File: src/rtl/sprite_dma.sv
// sprite_dma: copies or zero-fills the 128-byte sprite attribute table
// into sprite RAM, writing only inside vblank so the engine never scans a torn table.
//
// Ports:
//   clk, reset_n          clock, async active-low reset
//   vblank                vertical blank (clk domain)
//   dma_start/dma_clear   start pulse; clear=1 zero-fills, clear=0 copies
//   dma_src_page          source page, table read from {page,8'h00}
//   bus_ack / bus_req     CPU bus grant / request
//   src_addr / src_data   work-RAM read port (data 1 cycle after address)
//   spriteram_*           sprite RAM write port
//   busy, done, overrun   status (overrun sticky until next start)
module sprite_dma #(
  parameter int SPRITE_COUNT  = 32,
  parameter int BYTES_PER_SPR = 4,
  parameter int TABLE_AW      = 7
) (
  input  logic                clk,
  input  logic                reset_n,
  input  logic                vblank,
  input  logic                dma_start,
  input  logic                dma_clear,
  input  logic [7:0]          dma_src_page,
  input  logic                bus_ack,
  input  logic [7:0]          src_data,
  output logic                bus_req,
  output logic [15:0]         src_addr,
  output logic [TABLE_AW-1:0] spriteram_addr,
  output logic [7:0]          spriteram_data_in,
  output logic                spriteram_wr,
  output logic                busy,
  output logic                done,
  output logic                overrun
);

  localparam int TABLE_LEN = SPRITE_COUNT * BYTES_PER_SPR;
  localparam logic [TABLE_AW-1:0] LAST =
    TABLE_AW'(TABLE_LEN - 1);

  typedef enum logic [2:0] {
    S_IDLE,
    S_ARMED,
    S_REQ,
    S_READ,
    S_WAIT,
    S_WRITE,
    S_DONE
  } state_t;

  state_t              r_state;
  logic [TABLE_AW-1:0] r_cnt;
  logic [7:0]          r_page;
  logic                r_clear;
  logic                r_vblank_last;

  logic w_vb_rise;
  logic w_stall;
  logic w_active;
  logic w_last;

  assign w_vb_rise = vblank & ~r_vblank_last;
  // Clear mode never owns the bus, so a missing grant cannot stall it.
  assign w_stall   = ~r_clear & ~bus_ack;
  assign w_active  = (r_state == S_REQ)  ||
                     (r_state == S_READ) ||
                     (r_state == S_WAIT) ||
                     (r_state == S_WRITE);
  assign w_last    = (r_cnt == LAST);

  always_ff @(posedge clk or negedge reset_n) begin
    if (!reset_n) begin
      r_state           <= S_IDLE;
      r_cnt             <= '0;
      r_page            <= '0;
      r_clear           <= 1'b0;
      r_vblank_last     <= 1'b0;
      bus_req           <= 1'b0;
      src_addr          <= '0;
      spriteram_addr    <= '0;
      spriteram_data_in <= '0;
      spriteram_wr      <= 1'b0;
      busy              <= 1'b0;
      done              <= 1'b0;
      overrun           <= 1'b0;
    end else begin
      r_vblank_last <= vblank;
      spriteram_wr  <= 1'b0;
      done          <= 1'b0;

      // Losing vblank mid-table: drop everything and redo the
      // whole table on the next vblank.
      if (w_active && !vblank) begin
        overrun <= 1'b1;
        bus_req <= 1'b0;
        r_cnt   <= '0;
        r_state <= S_ARMED;
      end else begin
        unique case (r_state)
          S_IDLE: begin
            if (dma_start) begin
              r_page  <= dma_src_page;
              r_clear <= dma_clear;
              r_cnt   <= '0;
              overrun <= 1'b0;
              busy    <= 1'b1;
              r_state <= S_ARMED;
            end
          end
          S_ARMED: begin
            if (w_vb_rise)
              r_state <= r_clear ? S_WRITE : S_REQ;
          end
          S_REQ: begin
            bus_req <= 1'b1;
            if (bus_ack)
              r_state <= S_READ;
          end
          S_READ: begin
            if (!w_stall) begin
              src_addr <= {r_page, 8'(r_cnt)};
              r_state  <= S_WAIT;
            end
          end
          S_WAIT: begin
            if (!w_stall)
              r_state <= S_WRITE;
          end
          S_WRITE: begin
            // Grant lost: re-run the RAM latency cycle after regrant.
            if (w_stall) begin
              r_state <= S_WAIT;
            end else begin
              spriteram_addr    <= r_cnt;
              spriteram_data_in <= r_clear ? 8'h00 : src_data;
              spriteram_wr      <= 1'b1;
              if (w_last) begin
                r_state <= S_DONE;
              end else begin
                r_cnt   <= r_cnt + TABLE_AW'(1);
                r_state <= r_clear ? S_WRITE : S_READ;
              end
            end
          end
          S_DONE: begin
            bus_req <= 1'b0;
            busy    <= 1'b0;
            done    <= 1'b1;
            r_state <= S_IDLE;
          end
          default: r_state <= S_IDLE;
        endcase
      end
    end
  end

endmodule

File: config.mk
export PLATFORM = sky130hd
export DESIGN_NAME = sprite_dma
export DESIGN_NICKNAME = d
export VERILOG_FILES = /design/src/rtl/sprite_dma.sv
export SDC_FILE = /design/constraint.sdc
export NUM_CORES = 1
export LEC_CHECK = 0
export ABC_AREA = 0
export BUFFER_PORTS_ARGS = -buffer_cell sky130_fd_sc_hd__buf_2
export CORE_MARGIN = 3
export CORE_UTILIZATION = 53
export DETAILED_ROUTE_END_ITERATION = 7
export GPL_ROUTABILITY_DRIVEN = 0
export PLACE_DENSITY = 0.79
export SYNTH_ARGS = -nofsm -noshare
export SYNTH_HDL_FRONTEND = slang
export SYNTH_SLANG_ARGS = --single-unit
File: constraint.sdc
create_clock -name clk -period 2.22 [get_ports clk]
set_input_delay 0.333 -clock clk [delete_from_list [all_inputs] [get_ports clk]]
set_output_delay 0.333 -clock clk [all_outputs]
set_load 0.03 [all_outputs]
==> results of run 1 <==
[final timing paths]
kind | start | to
worst max-delay path | r_state[1] | src_addr[14]
min in group clk | vblank | r_vblank_last
worst min register to register | r_page[4] | r_page[4]
max in group asynchronous | reset_n | r_cnt[3]
worst min-delay path | reset_n | done
worst max register to register | r_state[1] | src_addr[14]
[cell usage after synthesis, drive strengths merged, types with 3 or more instances]
| master | count |
|---|---|
| nand3 | 6 |
| nor3 | 3 |
| dfrtp | 55 |
| nand3b | 3 |
| nor2 | 10 |
| nor2b | 12 |
| o21ai | 8 |
| clkbuf | 3 |
| inv | 4 |
| buf | 6 |
| mux2 | 39 |
| a21oi | 3 |
| nand2b | 7 |
| nand2 | 10 |
| mux2i | 3 |
[logic make-up (layout without fill, tap and decap cells)]
group / after synthesis / count (layout) / synth area share (%)
compound gates: 27 / 27 / 7.29
fa+ha+maj: 2 / 2 / 0.998
buf+inv: 13 / 77 / 2.55
flops: 55 / 55 / 54.9
mux: 42 / 42 / 18.7
other cells: 1 / 1 / 0.150
simple gates: 65 / 65 / 15.4
[power by group through the flow]
stage,Clock [mW],Sequential [mW],Combinational (mW)
2_1_floorplan,0,1.83,0.719
3_3_place_gp,0,1.48,1.47
3_5_place_dp,0,1.49,1.48
4_1_cts,0.582,1.47,1.49
5_1_grt,0.621,1.51,1.60
6_report,0.565,1.47,1.47
[area by class of cell]
cell class / count / area [sq um]
clock buffer: 5 / 68.8
fill: 343 / 1500
timing repair buffer: 65 / 360
tap: 52 / 65.1
clock inverter: 3 / 22.5
inverter: 4 / 15.0
sequential: 55 / 1380
multi-input combinational: 137 / 1070
[layer usage]
metal / vias up / track usage (%)
met2: 55 / 30.4
met3: 5 / 4.54
met1: 883 / 24.7
li1: 860 / -
met4: 0 / 6.32
met5: - / 0
[layout by cell type (no fill, tap or decap), types with 2 or more instances in the layout]
| cell type | synthesis | layout |
|---|---|---|
| o21ai_0 | 7 | 7 |
| nor2_1 | 9 | 9 |
| mux2i_1 | 3 | 3 |
| nor4b_2 | 2 | 2 |
| nand3b_1 | 3 | 3 |
| nor2b_1 | 12 | 12 |
| o21a_1 | 2 | 2 |
| mux2_2 | 39 | 39 |
| clkbuf_8 | 0 | 5 |
| nand2b_1 | 7 | 7 |
| nand4_1 | 2 | 2 |
| or3_1 | 2 | 2 |
| inv_1 | 4 | 4 |
| nand2_1 | 10 | 10 |
| or4_1 | 2 | 2 |
| a31oi_1 | 2 | 2 |
| o31ai_1 | 2 | 2 |
| nand3_1 | 6 | 6 |
| and3_1 | 2 | 2 |
| o211ai_1 | 2 | 2 |
| dfrtp_1 | 55 | 55 |
| inv_6 | 0 | 2 |
| a21oi_1 | 3 | 3 |
| buf_4 | 3 | 8 |
| nor3_1 | 2 | 2 |
| buf_2 | 3 | 56 |
| ha_1 | 2 | 2 |
[sequential cells by signal, summed over array words and instances, names as in the netlist, 3 cells and up]
| signal | cells |
|---|---|
| src_addr | 15 |
| r_page | 8 |
| spriteram_data_in | 8 |
| r_cnt | 7 |
| spriteram_addr | 7 |
| r_state | 3 |
[per-stage QoR]
| stage | instance area, sq um | utilization, % | instances |
|---|---|---|---|
| 6_report | 2970 | 66.5 | 321 |
| 5_1_grt | 2970 | 66.5 | 321 |
| 4_1_cts | 2970 | 66.5 | 321 |
| 3_5_place_dp | 2880 | 64.4 | 313 |
| 3_3_place_gp | 2880 | 64.4 | 313 |
| 2_1_floorplan | 2510 | - | 205 |
==> impl_metrics.yaml, run 1 <==
drt:
  routed_wl_mm: 4.88
  wl_per_cell_microns: 15.2
  remaining_drc_errors: 0
  dr_wl_met2_mm: 2.40
  ant_nets: 0
  drt_iter0_markers: 109
  wl_met1_mm: 2.18
  firstDrtPassIters: 4
  routed-wl-met3_microns: 235
  routed_via_density: 5.62
  vias: 1803
  top_layer_used: "met4"
synthesis:
  yosys.area.top_type: "dfrtp_1"
  ys_ff_latch: 55
  seq_area_frac_synth_pct: 54.9
  netlist_instances: 205
  yosysUniqueCellTypes: 42
  synth_top_area_share_pct: 54.9
  synth.area.top_cells: "dfrtp_1, mux2_2, nor2b_1, nand2b_1, nand2_1"
  ys_warn_count: 0
  syn_nets: 229
  syn_area_sq_um: 2510
  ys.flop_type: "dfrtp_1"
  avgSynthCellArea_sq_um: 12.2
  synth_edf_count: 0
  ys_async_sr_fraction_pct: 100
pwr:
  leakage_nw: 1.46
  seq_power_share_pct: 41.8
  finalPower_mw: 3.50
  pwr-share-comb_pct: 42.0
  power_density_nw_per_um2: 1180
  clkPwrFrac_pct: 16.1
  p_int_mw: 2.13
  ir_worst_vdd_v: 0.000614
  p_sw_mw: 1.38
  swShare_pct: 39.3
setup_path:
  path_buf_inv: 2
  rrSetupSlack_ns: 0.31
  crit_fanout: 10
  crit_path_end_kind: "register"
  start_kind: "register"
  required_ns: 2.42
  crit_slowest_cell: "dfrtp_1"
  crit_family: "flip-flops"
  critical_path_class: "register to register"
  r2r_cells: 6
  cp_cell_sequence: "ha_1 -> nor2b_1 -> buf_4 -> nor3_2 -> buf_4 -> mux2_2"
  path_depth: 6
  cp.arrival_ns: 2.11
  crit_top_cell: "buf_4"
  critPathMaxStageDelay_ns: 0.39
floorplan:
  die_h_microns: 74.8
  io-pin-count: 58
  die_area_sq_um: 5590
  initial_core_util_pct: 56.0
  core-area_sq_um: 4470
  rows: 24
  die_x_microns: 74.8
timing:
  tns_ns: 0
  slew_violations: 0
  slew_headroom_pct: 60.8
  period_minus_slack_ns: 1.91
  setup_viol: 0
  rsz0062_at_grt: "no"
  fmax_ghz: 0.525
  finalWorstSetupSlack_ns: 0.314
  worstMarginPinSlew_ns: 0.588
  clock_skew_ns: 0.00579
  holdWs_ns: 0.0102
  hold_viol_final: 0
  min_period_over_period_pct: 85.8
clock_tree:
  ctsResizeCount: 0
  cts_buffers: 5
  cts_buffer_depth: 2
  insertion_delay_ns: 0.31
  cts_sinks: 55
  root_buffer: "clkbuf_8"
  hold_buffers: 0
  cts.clk_slew.worst_paths_ns: 0.10
  cts_tree: "done"
  post-cts-setup-buffer-count: 0
  htreeDepth: 2
min_path:
  hp-class: "primary input to async pin"
grt:
  grt_pass1_wl_mm: 7.97
  grt_pass1_vias: 1730
  grt_usage_pct: 18.7
  grt_overflow: 0
  grt_max_degree: 31
  antenna_found_initial: 0
placement:
  io_buffers: 56
  pre_cts_slack_ns: 0.314
  hpwl_mm: 3.52
job:
  maxCapViolCount: 0
final_layout:
  layout-drive-gt1-share_pct: 43.5
  antenna_cells: 0
  syn_to_final_growth_pct: 18.7
  final_nets: 292
status:
  outcome: "finished, final reports clean"
Note: power is estimated with default switching activity, not from simulation.
==> run 2: changes to the inputs <==
==> config.mk (replaced) <==
export PLATFORM = sky130hd
export DESIGN_NAME = sprite_dma
export DESIGN_NICKNAME = d
export VERILOG_FILES = /design/src/rtl/sprite_dma.sv
export SDC_FILE = /design/constraint.sdc
export NUM_CORES = 1
export LEC_CHECK = 0
export ABC_AREA = 1
export CORE_MARGIN = 3
export CORE_UTILIZATION = 62
export DETAILED_ROUTE_END_ITERATION = 7
export DONT_BUFFER_PORTS = 1
export GPL_ROUTABILITY_DRIVEN = 0
export PLACE_DENSITY = 0.78
export SYNTH_ARGS = -nofsm -noshare
export SYNTH_HDL_FRONTEND = slang
export SYNTH_SLANG_ARGS = --single-unit
==> run 2 against run 1 <==
Effect of this change: area after synthesis shrank 0.65%; combinational power shrank 20%; non-clock buffer count shrank 58; synthesized cell count grew 40%; sequential power grew 50%; largest cell class unchanged.
==> impl_metrics.yaml, run 2 <==
synthesis:
  ys.flop_type: "dfrtp_1"
  synth_top_area_share_pct: 55.3
  yosysUniqueCellTypes: 26
  yosys.area.top_type: "dfrtp_1"
  ys_top_cells_by_count: "nand2_1, dfrtp_1, inv_1, nand3_1, nor2_1"
  yosysMostFrequentCell: "nand2_1"
  syn_area_sq_um: 2490
  syn_nets: 312
  synth.area.top_cells: "dfrtp_1, nand2_1, nand3_1, inv_1, o21ai_1"
  avgSynthCellArea_sq_um: 8.65
  ys_ff_latch: 55
  seq_area_frac_synth_pct: 55.3
  netlist_instances: 288
  ys_async_sr_fraction_pct: 100
  synth_edf_count: 0
  ys_warn_count: 0
placement:
  hpwl_mm: 3.41
  place_area_sq_um: 2530
  io_buffers: 0
pwr:
  p_int_mw: 2.03
  seq_power_share_pct: 56.4
  clkPwrFrac_pct: 13.3
  ir_worst_vdd_v: 0.000780
  swShare_pct: 48.0
  leakage_nw: 1.35
  power_density_nw_per_um2: 1470
  p_sw_mw: 1.87
  pwr-share-comb_pct: 30.3
  finalPower_mw: 3.90
final_layout:
  largest_reg_flops: 15
  syn_to_final_growth_pct: 6.33
  top_regs: "src_addr x15, r_page x8, spriteram_data_in x8"
  layout-drive-gt1-share_pct: 9.62
  stdcell_area_sq_um: 2650
  final_cell_mix: "nand2_1, dfrtp_1, inv_1, nand3_1, nor2_1"
  antenna_cells: 0
  regMostFlops: "src_addr"
  final_nets: 315
  layout_commonest_cell: "nand2_1"
  fillers: 284
timing:
  period_minus_slack_ns: 1.84
  hold_viol_final: 0
  clock_skew_ns: 0.00317
  min_period_over_period_pct: 82.7
  tns_ns: 0
  rsz0062_at_grt: "no"
  setup_viol: 0
  fmax_ghz: 0.544
  slew_violations: 0
setup_path:
  required_ns: 2.45
  critical_path_class: "register to register"
  start_kind: "register"
  crit_path_end_kind: "register"
  cp.arrival_ns: 2.06
  crit_fanout: 8
drt:
  wl_per_cell_microns: 14.3
  routed_wl_mm: 4.85
  remaining_drc_errors: 0
  vias: 1847
  firstDrtPassIters: 4
  drt_iter0_markers: 98
  ant_nets: 0
  routed_via_density: 5.45
grt:
  grt_max_degree: 56
  grt_use_met1_pct: 24.5
  grt_pass1_wl_mm: 8.09
  grt_usage_pct: 20.5
  use_met3_pct: 7.68
  busiest_layer: "met2"
  antenna_found_initial: 0
  grt_overflow: 0
  grt_pass1_vias: 1768
  use_met2_pct: 35.3
clock_tree:
  htreeDepth: 2
  root_buffer: "clkbuf_8"
  ctsResizeCount: 0
  cts_sinks: 55
  cts_tree: "done"
  insertion_delay_ns: 0.30
  cts.clk_slew.worst_paths_ns: 0.09
  cts_buffer_depth: 2
  cts_buffers: 5
floorplan:
  die_x_microns: 69.4
  rows: 22
  initial_core_util_pct: 66.0
  io-pin-count: 58
  die_h_microns: 69.4
  die_area_sq_um: 4810
  core-area_sq_um: 3770
min_path:
  hp-class: "primary input to register"
status:
  outcome: "finished, final reports clean"
job:
  maxCapViolCount: 0
-- run 2: logic make-up (layout without fill, tap and decap cells) --
family / after synthesis / in the layout / share of synthesized area [%]
and+or+nand+nor: 132 / 132 / 24.1
DFF: 55 / 55 / 55.3
AOI/OAI and AO/OA: 52 / 52 / 11.6
buffers and inverters: 45 / 48 / 7.54
adders and majority gates: 2 / 2 / 1.00
other: 1 / 1 / 0.151
xor gates and xnor gates: 1 / 1 / 0.352
-- run 2: worst max-delay path, cell delays in order (launching register included) --
cell,delay (ns)
dfrtp_1,0.51
ha_1,0.29
inv_1,0.07
nor2_2,0.04
buf_4,0.15
a31oi_1,0.25
nand2_2,0.16
inv_2,0.14
nand2_1,0.07
o21ai_1,0.08
-- run 2: what timing repair did --
item / in CTS / in global routing
setup buffers: 0 / 0
endpoints found under the hold margin: 55 / 0
endpoints found under the setup margin: 0 / 0
hold buffers: 2 / 0
-- run 2: worst paths after layout --
kind	slack, ns	cells past startpoint	start	end
min in group asynchronous	0.55	2	reset_n	spriteram_addr[6]
max in group asynchronous	1.45	2	reset_n	r_page[0]
worst min register to register	0.52	2	r_page[4]	src_addr[12]
worst max-delay path	0.38	9	r_state[2]	r_cnt[6]
worst max register to register	0.38	9	r_state[2]	r_cnt[6]
worst min-delay path	0.05	0	vblank	r_vblank_last
-- run 2: metrics by stage --
stage | setup slack (ns) | utilization, % | hold slack [ns] | cells
after CTS | 0.388 | 70.2 | 0.0465 | 339
after detailed placement | 0.421 | 67.0 | 0.0386 | 330
after global placement | 0.440 | 67.0 | 0.0386 | 330
after global routing | 0.241 | 70.2 | 0.0384 | 339
final | 0.383 | 70.2 | 0.0545 | 339
after floorplan | 0.508 | - | 0.0374 | 288
-- run 2: final cells by class --
class / count / area, sq um / share of cell area [%]
Sequential cell: 55 / 1380 / 52.0
Clock inverter: 2 / 13.8 / 0.520
Clock buffer: 5 / 68.8 / 2.60
Timing Repair Buffer: 7 / 75.1 / 2.84
Inverter: 34 / 128 / 4.82
Tap cell: 48 / 60.1 / 2.27
Multi-Input combinational cell: 188 / 926 / 35.0
-- run 2: power by group through the flow --
stage               clock [mW]  combinational, mW  sequential (mW)
floorplan                    0              0.994             2.13
global placement             0               1.11             2.21
detailed placement           0               1.16             2.22
CTS                      0.537               1.19             2.20
global route             0.575               1.38             2.25
finish                   0.518               1.18             2.20
-- run 2: per-layer routing --
layer / vias up / wire, microns
li1: 926 / -
met1: 841 / 2000
met2: 71 / 2340
met4: 0 / 61
met5: - / 0
met3: 9 / 442
==> run 3: changes to the inputs <==
==> constraint.sdc (replaced) <==
create_clock -name clk -period 1.8 [get_ports clk]
set_input_delay 0.27 -clock clk [delete_from_list [all_inputs] [get_ports clk]]
set_output_delay 0.27 -clock clk [all_outputs]
set_load 0.03 [all_outputs]
==> run 3 against run 2 <==
Effect of this change: utilization is 1.5 points higher; clock skew is 0.0019 ns higher; cell area is 2.1% higher; critical path depth stayed put; worst hold slack better by 0.031 ns; largest power group unchanged; total power is 26% higher; register-to-register slack worse by 0.21 ns; wire length is 1.7% lower; critical endpoint is now src_addr[5].
==> impl_metrics.yaml, run 3 (synthesis results as in run 2) <==
status:
  outcome: "finished, final reports clean"
min_path:
  hp-class: "primary input to register"
  holdPathStages: 1
  hp-start: "dma_src_page[3]"
  hold_end: "r_page[3]"
timing:
  slew_violations: 0
  clock_skew_ns: 0.00506
  finalWorstSetupSlack_ns: 0.178
  tns_ns: 0
  hold_viol_final: 0
  period_minus_slack_ns: 1.62
  setup_viol: 0
  min_period_over_period_pct: 90.1
  fmax_ghz: 0.616
  rsz0062_at_grt: "no"
drt:
  vias: 1881
  drt_iter0_markers: 190
  ant_nets: 0
  wl_per_cell_microns: 13.9
  firstDrtPassIters: 4
  remaining_drc_errors: 0
  routed_via_density: 5.47
  routed_wl_mm: 4.77
setup_path:
  start_kind: "register"
  path_buf_inv: 3
  r2r_cells: 9
  crit_family: "simple AND/OR/NAND/NOR gates"
  critPathMaxStageDelay_ns: 0.39
  regToRegStartpoint: "r_state[1]"
  worstReg2RegEnd: "src_addr[5]"
  crit_fanout: 30
  required_ns: 2.00
  cp_cell_sequence: "ha_1 -> inv_1 -> nor2_2 -> inv_2 -> nand2_2 -> or2_1 -> buf_6 -> nand2_1 -> o21ai_1"
  crit_path_end_kind: "register"
  crit_slowest_cell: "dfrtp_1"
  cp.arrival_ns: 1.82
  rrSetupSlack_ns: 0.18
  critical_path_class: "register to register"
clock_tree:
  root_buffer: "clkbuf_8"
  cts_sinks: 55
  cts_buffers: 5
  htreeDepth: 2
  insertion_delay_ns: 0.31
  cts_buffer_depth: 2
  cts_tree: "done"
  cts.clk_slew.worst_paths_ns: 0.09
floorplan:
  die_area_sq_um: 4810
  die_h_microns: 69.4
  core-area_sq_um: 3770
  rows: 22
  io-pin-count: 58
  initial_core_util_pct: 66.0
  die_x_microns: 69.4
grt:
  grt_pass1_wl_mm: 8.25
  grt_overflow: 0
  grt_pass1_vias: 1774
  grt_usage_pct: 21.1
  antenna_found_initial: 0
  grt_max_degree: 56
pwr:
  leakage_nw: 1.38
  power_density_nw_per_um2: 1820
  ir_worst_vdd_v: 0.00110
  finalPower_mw: 4.92
final_layout:
  seq_area_sq_um: 1380
  top_regs: "src_addr x15, r_page x8, spriteram_data_in x8"
  layout-drive-gt1-share_pct: 10.8
  fillers: 297
  syn_to_final_growth_pct: 8.54
  final_nets: 319
  multiInputGateArea_sq_um: 932
  antenna_cells: 0
  final_cell_mix: "nand2_1, dfrtp_1, inv_1, nand3_1, nor2_1"
  fin_util_pct: 71.7
  layout_commonest_cell: "nand2_1"
  largest_reg_flops: 15
  regMostFlops: "src_addr"
placement:
  pre_cts_slack_ns: 0.130
  hpwl_mm: 3.33
  io_buffers: 0
job:
  maxCapViolCount: 0
==> run 3: how the worst max path moves through the flow <==
| stage | from | to | slack [ns] | cells after the start |
|---|---|---|---|---|
| floorplan | r_state[2] | src_addr[10] | 0.09 | 9 |
| global placement | r_state[1] | r_cnt[2] | 0.13 | 9 |
| detailed placement | r_state[1] | src_addr[6] | 0.13 | 9 |
| CTS | r_state[1] | r_cnt[2] | 0.12 | 9 |
| global route | r_cnt[0] | r_cnt[2] | 0.03 | 9 |
| finish | r_state[1] | src_addr[5] | 0.18 | 9 |
==> run 3: final cells by class <==
type	instances	area share [%]
multi-input combinational	188	34.5
clock inverter	1	0.324
sequential	55	50.9
tap	48	2.22
timing repair buffer	11	4.12
inverter	34	4.72
clock buffer	7	3.19
==> run 3: repair_timing <==
| action | CTS | global route |
|---|---|---|
| hold buffers | 3 | 0 |
| setup buffers | 0 | 0 |
| endpoints found under the hold margin | 56 | 0 |
| gates resized for setup | 0 | 2 |
| setup endpoints to repair | 0 | 7 |
==> run 3: metal layers <==
| layer | part of all wire [%] | wire (microns) | GRT usage, % |
|---|---|---|---|
| met5 | 0 | 0 | 0 |
| met3 | 8.7 | 416 | 7.10 |
| met2 | 47 | 2220 | 34.3 |
| met4 | 1.6 | 77 | 6.07 |
| met1 | 43 | 2050 | 27.0 |
==> run 3: power by group <==
group          internal [mW]  switching (mW)  leakage, nW
clock                  0.316           0.381       0.0484
combinational          0.577           0.963        0.638
sequential              1.70           0.986        0.693
==> run 3: through the flow <==
stage | cells | hold WS, ns | instance area (sq um)
finish | 344 | 0.0851 | 2700
detailed placement | 333 | -0.0244 | 2550
global route | 344 | 0.0717 | 2700
CTS | 344 | 0.0779 | 2690
floorplan | 288 | -0.0256 | 2490
global placement | 333 | -0.0244 | 2550
